--- config.mk ---
export PLATFORM = sky130hd
export DESIGN_NAME = ising_array_ctrl
export DESIGN_NICKNAME = d
export VERILOG_FILES = /design/src/rtl/ising_array_ctrl.sv
export SDC_FILE = /design/constraint.sdc
export NUM_CORES = 1
export LEC_CHECK = 0
export CORE_AREA = 3 3 460 462
export CTS_CLUSTER_DIAMETER = 50
export DETAILED_ROUTE_END_ITERATION = 6
export DIE_AREA = 0 0 463 465
export PLACE_DENSITY = 0.41
export SKIP_LAST_GASP = 1
export SLEW_MARGIN = 10
export SYNTH_ARGS = -nofsm -noshare
export SYNTH_HDL_FRONTEND = slang
export SYNTH_SLANG_ARGS = --single-unit
--- constraint.sdc ---
create_clock -name clk -period 3.39 [get_ports clk]
set_clock_uncertainty 0.15 [all_clocks]
set_input_delay 0.8475 -clock clk [delete_from_list [all_inputs] [get_ports clk]]
set_output_delay 0.8475 -clock clk [all_outputs]
set_load 0.01 [all_outputs]
--- src/rtl/ising_array_ctrl.sv ---
// Sequencer for the 50x50 Ising array: programs one weight row per host write and runs
// one anneal per start (precharge, oscillate, sample, capture). Array strobes are all flopped.
module ising_array_ctrl #(
    parameter int ROWS          = 50,
    parameter int WBL_W         = 200,
    parameter int SPIN_W        = 350,
    parameter int PRECHARGE_CYC = 4,
    parameter int WPULSE_CYC    = 2,
    parameter int SAMPLE_CYC    = 2
) (
    input  logic              clk,
    input  logic              rst_n,
    input  logic              wr_valid,
    output logic              wr_ready,
    input  logic [5:0]        wr_row,
    input  logic [WBL_W-1:0]  wr_data,
    output logic              wr_err,
    input  logic              shil_sel,
    input  logic              start,
    input  logic [15:0]       run_cycles,
    output logic              busy,
    output logic              done,
    output logic [SPIN_W-1:0] spin_data,
    output logic [ROWS-1:0]   WWL,
    output logic [WBL_W-1:0]  WBL,
    output logic              WEIGHT_ENB,
    output logic              SHIL_WEIGHT_ENB,
    output logic              PRE_CHARGE_ENB,
    output logic              ROSC_GLOBAL_EN,
    output logic              SAMPLE,
    input  logic [SPIN_W-1:0] SPIN_OUT
);

    localparam logic [2:0] S_IDLE    = 3'd0;
    localparam logic [2:0] S_W_SETUP = 3'd1;
    localparam logic [2:0] S_W_PULSE = 3'd2;
    localparam logic [2:0] S_W_HOLD  = 3'd3;
    localparam logic [2:0] S_PRECH   = 3'd4;
    localparam logic [2:0] S_RUN     = 3'd5;
    localparam logic [2:0] S_SMPL    = 3'd6;
    localparam logic [2:0] S_CAPT    = 3'd7;

    localparam logic [6:0]  ROWS_LIM   = 7'(ROWS);
    localparam logic [15:0] PRECH_LOAD = 16'(PRECHARGE_CYC - 1);
    localparam logic [15:0] WP_LOAD    = 16'(WPULSE_CYC - 1);
    localparam logic [15:0] SMPL_LOAD  = 16'(SAMPLE_CYC - 1);

    logic [2:0]        state_q, state_d;
    logic [15:0]       cnt_q, cnt_d;
    logic [15:0]       run_len_q, run_len_d;
    logic [5:0]        row_q, row_d;
    logic              shil_q, shil_d;
    logic [WBL_W-1:0]  wbl_q, wbl_d;
    logic [ROWS-1:0]   wwl_q, wwl_d;
    logic              weight_enb_q, weight_enb_d;
    logic              shil_enb_q, shil_enb_d;
    logic              prech_enb_q, prech_enb_d;
    logic              rosc_q, rosc_d;
    logic              sample_q, sample_d;
    logic [SPIN_W-1:0] spin_q, spin_d;
    logic              done_q, done_d;
    logic              err_q, err_d;
    logic              writing;

    always_comb begin
        state_d   = state_q;
        cnt_d     = cnt_q;
        run_len_d = run_len_q;
        row_d     = row_q;
        shil_d    = shil_q;
        wbl_d     = wbl_q;
        spin_d    = spin_q;
        done_d    = 1'b0;
        err_d     = 1'b0;
        case (state_q)
            S_IDLE: begin
                if (start) begin
                    run_len_d = (run_cycles == 16'd0) ? 16'd1 : run_cycles;
                    cnt_d     = PRECH_LOAD;
                    state_d   = S_PRECH;
                end else if (wr_valid) begin
                    if ({1'b0, wr_row} >= ROWS_LIM) begin
                        err_d = 1'b1;
                    end else begin
                        row_d   = wr_row;
                        shil_d  = shil_sel;
                        wbl_d   = wr_data;
                        state_d = S_W_SETUP;
                    end
                end
            end
            S_W_SETUP: begin
                cnt_d   = WP_LOAD;
                state_d = S_W_PULSE;
            end
            S_W_PULSE: begin
                if (cnt_q == 16'd0) state_d = S_W_HOLD;
                else                cnt_d   = cnt_q - 16'd1;
            end
            S_W_HOLD: state_d = S_IDLE;
            S_PRECH: begin
                if (cnt_q == 16'd0) begin
                    cnt_d   = run_len_q - 16'd1;
                    state_d = S_RUN;
                end else begin
                    cnt_d = cnt_q - 16'd1;
                end
            end
            S_RUN: begin
                if (cnt_q == 16'd0) begin
                    cnt_d   = SMPL_LOAD;
                    state_d = S_SMPL;
                end else begin
                    cnt_d = cnt_q - 16'd1;
                end
            end
            S_SMPL: begin
                if (cnt_q == 16'd0) state_d = S_CAPT;
                else                cnt_d   = cnt_q - 16'd1;
            end
            S_CAPT: begin
                spin_d  = SPIN_OUT;
                done_d  = 1'b1;
                state_d = S_IDLE;
            end
            default: state_d = S_IDLE;
        endcase

        // Strobes derive from the next state so they change on the same edge as the FSM.
        writing      = (state_d == S_W_SETUP) || (state_d == S_W_PULSE) || (state_d == S_W_HOLD);
        wwl_d        = (state_d == S_W_PULSE) ? ({{(ROWS-1){1'b0}}, 1'b1} << row_d) : '0;
        weight_enb_d = ~(writing & ~shil_d);
        shil_enb_d   = ~(writing & shil_d);
        prech_enb_d  = (state_d != S_PRECH);
        rosc_d       = (state_d == S_RUN) || (state_d == S_SMPL);
        sample_d     = (state_d == S_SMPL);
    end

    always_ff @(posedge clk or negedge rst_n) begin
        if (!rst_n) begin
            state_q      <= S_IDLE;
            cnt_q        <= '0;
            run_len_q    <= 16'd1;
            row_q        <= '0;
            shil_q       <= 1'b0;
            wbl_q        <= '0;
            wwl_q        <= '0;
            weight_enb_q <= 1'b1;
            shil_enb_q   <= 1'b1;
            prech_enb_q  <= 1'b1;
            rosc_q       <= 1'b0;
            sample_q     <= 1'b0;
            spin_q       <= '0;
            done_q       <= 1'b0;
            err_q        <= 1'b0;
        end else begin
            state_q      <= state_d;
            cnt_q        <= cnt_d;
            run_len_q    <= run_len_d;
            row_q        <= row_d;
            shil_q       <= shil_d;
            wbl_q        <= wbl_d;
            wwl_q        <= wwl_d;
            weight_enb_q <= weight_enb_d;
            shil_enb_q   <= shil_enb_d;
            prech_enb_q  <= prech_enb_d;
            rosc_q       <= rosc_d;
            sample_q     <= sample_d;
            spin_q       <= spin_d;
            done_q       <= done_d;
            err_q        <= err_d;
        end
    end

    // Reset also masks ready so the host never sees a handshake while the block is held.
    assign wr_ready        = rst_n & (state_q == S_IDLE) & ~start;
    assign busy            = (state_q != S_IDLE);
    assign done            = done_q;
    assign wr_err          = err_q;
    assign spin_data       = spin_q;
    assign WWL             = wwl_q;
    assign WBL             = wbl_q;
    assign WEIGHT_ENB      = weight_enb_q;
    assign SHIL_WEIGHT_ENB = shil_enb_q;
    assign PRE_CHARGE_ENB  = prech_enb_q;
    assign ROSC_GLOBAL_EN  = rosc_q;
    assign SAMPLE          = sample_q;

endmodule

==> impl_metrics.env <==
export IMPL_tns_ns=0
export IMPL_final_common_cell="clkdlybuf4s50_1"
export IMPL_clk_latency_ns=0.74
export IMPL_route_detailed_wl_per_inst_um=22.7
export IMPL_path_delay_family="buffers and inverters"
export IMPL_syn_area_um2=24600
export IMPL_drc=0
export IMPL_cap_violations=0
export IMPL_path_clk_slew_ns=0.06
export IMPL_drt_pass1_iterations=5
export IMPL_p_int_uw=17100
export IMPL_totalWireLength_um=140000
export IMPL_cts_tree="done"
export IMPL_grt_pass1_vias=21900
export IMPL_yosys_warnings=0
export IMPL_maxSlewViolCount=0
export IMPL_worst_pin_slew_ns=1.02
export IMPL_start_util_pct=11.9
export IMPL_synth_top_cell_area_share_pct=65.5
export IMPL_drt_iter0_drc=818
export IMPL_max_vdd_ir_drop_v=0.000419
export IMPL_cts_buffers=121
export IMPL_crit_slowest_cell="clkdlybuf4s50_1"
export IMPL_rsz0062_at_grt="false"
export IMPL_place_congestion=0.859
export IMPL_combPwrFrac_pct=6.6
export IMPL_worstPathMaxFanout=6
export IMPL_fp_dieH_um=465
export IMPL_area_growth_syn_to_layout_pct=81.6
export IMPL_grt_pass1_wl_um=191000
export IMPL_cp_startpoint="state_q[2]$_DFF_PN0_"
export IMPL_swShare_pct=24.9
export IMPL_ys_ff_latch=649
export IMPL_root_buffer="clkbuf_16"
export IMPL_p_leak_uw=0.0199
export IMPL_total_power_uw=22700
export IMPL_htree_levels=3
export IMPL_yosysSeqAreaShare_pct=66.0
export IMPL_num_vias=20707
export IMPL_slew_headroom_pct=32.3
export IMPL_status="finished clean"
export IMPL_setup_viol=0
export IMPL_cellPowerDensity_nw_per_um2=508
export IMPL_ant_nets=0
export IMPL_cts_buffer_depth=3
export IMPL_seq_area_um2=16200
export IMPL_die_area_um2=215000
export IMPL_dp_final_hpwl_um=112000
export IMPL_vias_per_cell=3.35
export IMPL_synthDistinctLibCells=54
export IMPL_hold_viol_final=0
export IMPL_place_ws_ns=0.106
export IMPL_placed_cell_area_um2=40200
export IMPL_grt_usage_pct=12.7
export IMPL_antenna_found_initial=70
export IMPL_fin_ws_ns=0.210
export IMPL_final_nets=3853
export IMPL_synth_area_leaders="dfrtp_1 66%, mux2_2 17%, nand2_1 9.9%, nor2_1 1.2%, clkbuf_1 1.2%"
export IMPL_grt_overflow=0
export IMPL_crit_path_end_kind="output pin"
export IMPL_port_buffers=1185
export IMPL_grt_max_degree=138
export IMPL_synthFlopType="dfrtp_1"
export IMPL_synth_fp_nets=2587
export IMPL_fin_crit_ns=3.18
export IMPL_drive_gt1_share_pct=19.5
export IMPL_die_w_um=463
export IMPL_crit_type="reg2out"
export IMPL_multi_input_area_um2=8000
export IMPL_required_ns=2.39
export IMPL_yosysTopAreaCell="dfrtp_1"
export IMPL_pin_count=1186
export IMPL_nFillCells=22479
export IMPL_synthCells=2008
export IMPL_crit_path_max_incr_delay_ns=0.57
export IMPL_switching_power_uw=5660
export IMPL_path_buf_inv=2
export IMPL_arrival_ns=2.18
export IMPL_hold_class="in2async"
export IMPL_syn_avg_cell_area_um2=12.3
export IMPL_coreArea_um2=207000
export IMPL_async_reset_ff_share_pct=100
export IMPL_min_period_over_period_pct=93.8
export IMPL_max_freq_mhz=314
export IMPL_synth_edf_count=0
export IMPL_cts_sinks=649
export IMPL_power_frac_seq_pct=35.5
export IMPL_worstSetupStartpointType="flip-flop"
export IMPL_row_count=167
export IMPL_p_clk_share_pct=57.9
export IMPL_r2r_start="cnt_q[0]$_DFFE_PN0P_"
export IMPL_final_cell_mix="1183 x clkdlybuf4s50_1, 649 x nand2_1, 643 x dfrtp_1, 364 x mux2_2, 121 x clkbuf_16"
export IMPL_final_area_um2=44700
export IMPL_cp_cell_sequence="inv_1 > nand2_1 > nor3b_1 > clkdlybuf4s50_1"
-- cell families (layout without fill, tap and decap cells) --
group                    count (synthesis)  count (layout)  synth area share [%]
adder cells (fa/ha/maj)                  2               2                 0.102
XOR/XNOR                                13              13                 0.462
other                                    0              13                     0
multiplexers                           367             367                  16.8
buffers and inverters                  105            1478                  1.65
flip-flops                             649             649                  66.0
AND/OR/NAND/NOR                        795             795                  13.1
AO/OA/AOI/OAI                           77              77                  1.98
-- through the flow --
step,std cells,hold WS [ns],utilization [%]
finish,6182,0.143,21.6
floorplan,2008,0.302,-
detailed placement,5936,0.312,19.4
CTS,6169,0.0578,21.5
global placement,5936,0.307,19.4
global route,6171,0.127,21.5
-- sequential cells by signal (all words and copies together), names as in the netlist, 3 cells and up --
name	flops
row_q	6
WBL	200
run_len_q	16
WWL	50
spin_data	350
cnt_q	16
state_q	3
-- final timing paths --
check                                              to  slack [ns]  depth (start not counted)
max reg2reg                         WWL[27]$_DFF_PN0_        0.66                          8
min in group clk                 WBL[158]$_DFFE_PN0P_        0.32                          2
max                                          wr_ready        0.21                          4
max in group asynchronous         WBL[88]$_DFFE_PN0P_        0.67                          4
min reg2reg                      WBL[158]$_DFFE_PN0P_        0.32                          2
min                        spin_data[259]$_DFFE_PN0P_        0.14                          2
-- layout make-up --
type / instances / share of cell area [%]
Multi-Input combinational cell: 1254 / 17.9
Clock inverter: 87 / 2.65
Clock buffer: 143 / 7.29
Timing Repair Buffer: 1237 / 27.9
Inverter: 11 / 0.0923
Tap cell: 2788 / 7.80
Antenna cell: 13 / 0.0727
Sequential cell: 649 / 36.3
-- cells in the mapped netlist (3+ instances only) --
library cell	count
nand2_1	649
dfrtp_1	645
mux2_2	364
nor2_1	77
clkbuf_1	76
o21ai_0	24
a21oi_1	12
inv_1	11
nand3_1	11
buf_2	10
nor3_1	10
nor3b_1	9
buf_1	8
xnor2_1	8
nor4_1	7
o22ai_1	6
and3_1	5
nand2b_1	5
o21ai_1	5
xor2_1	5
a21o_1	4
dfstp_2	4
o31ai_1	4
a221oi_1	3
a31oi_1	3
mux2i_1	3
nand4_1	3
nor4_4	3
or3_1	3
-- layer usage --
metal | global-route usage (%) | up-vias | wire, µm
met1 | 14.1 | 10108 | 54300
met2 | 21.0 | 1003 | 66200
met3 | 6.51 | 267 | 15500
li1 | - | 9265 | -
met5 | 0 | - | 419
met4 | 3.96 | 64 | 3900
-- power groups by stage --
stage / Clock, µW / Sequential [µW] / Combinational (µW)
4_1_cts: 13600 / 8070 / 1540
5_1_grt: 14000 / 8090 / 1630
6_report: 13200 / 8080 / 1500
3_3_place_gp: 0 / 8200 / 1530
2_1_floorplan: 0 / 8190 / 263
3_5_place_dp: 0 / 8200 / 1530
-- timing repair --
item	in CTS	in global routing
resized for setup	2	0
setup buffers	2	0
endpoints found under the hold margin	104	0
hold buffers	1	0
setup endpoints to repair	1	0
(Power assumes the default switching activity.)
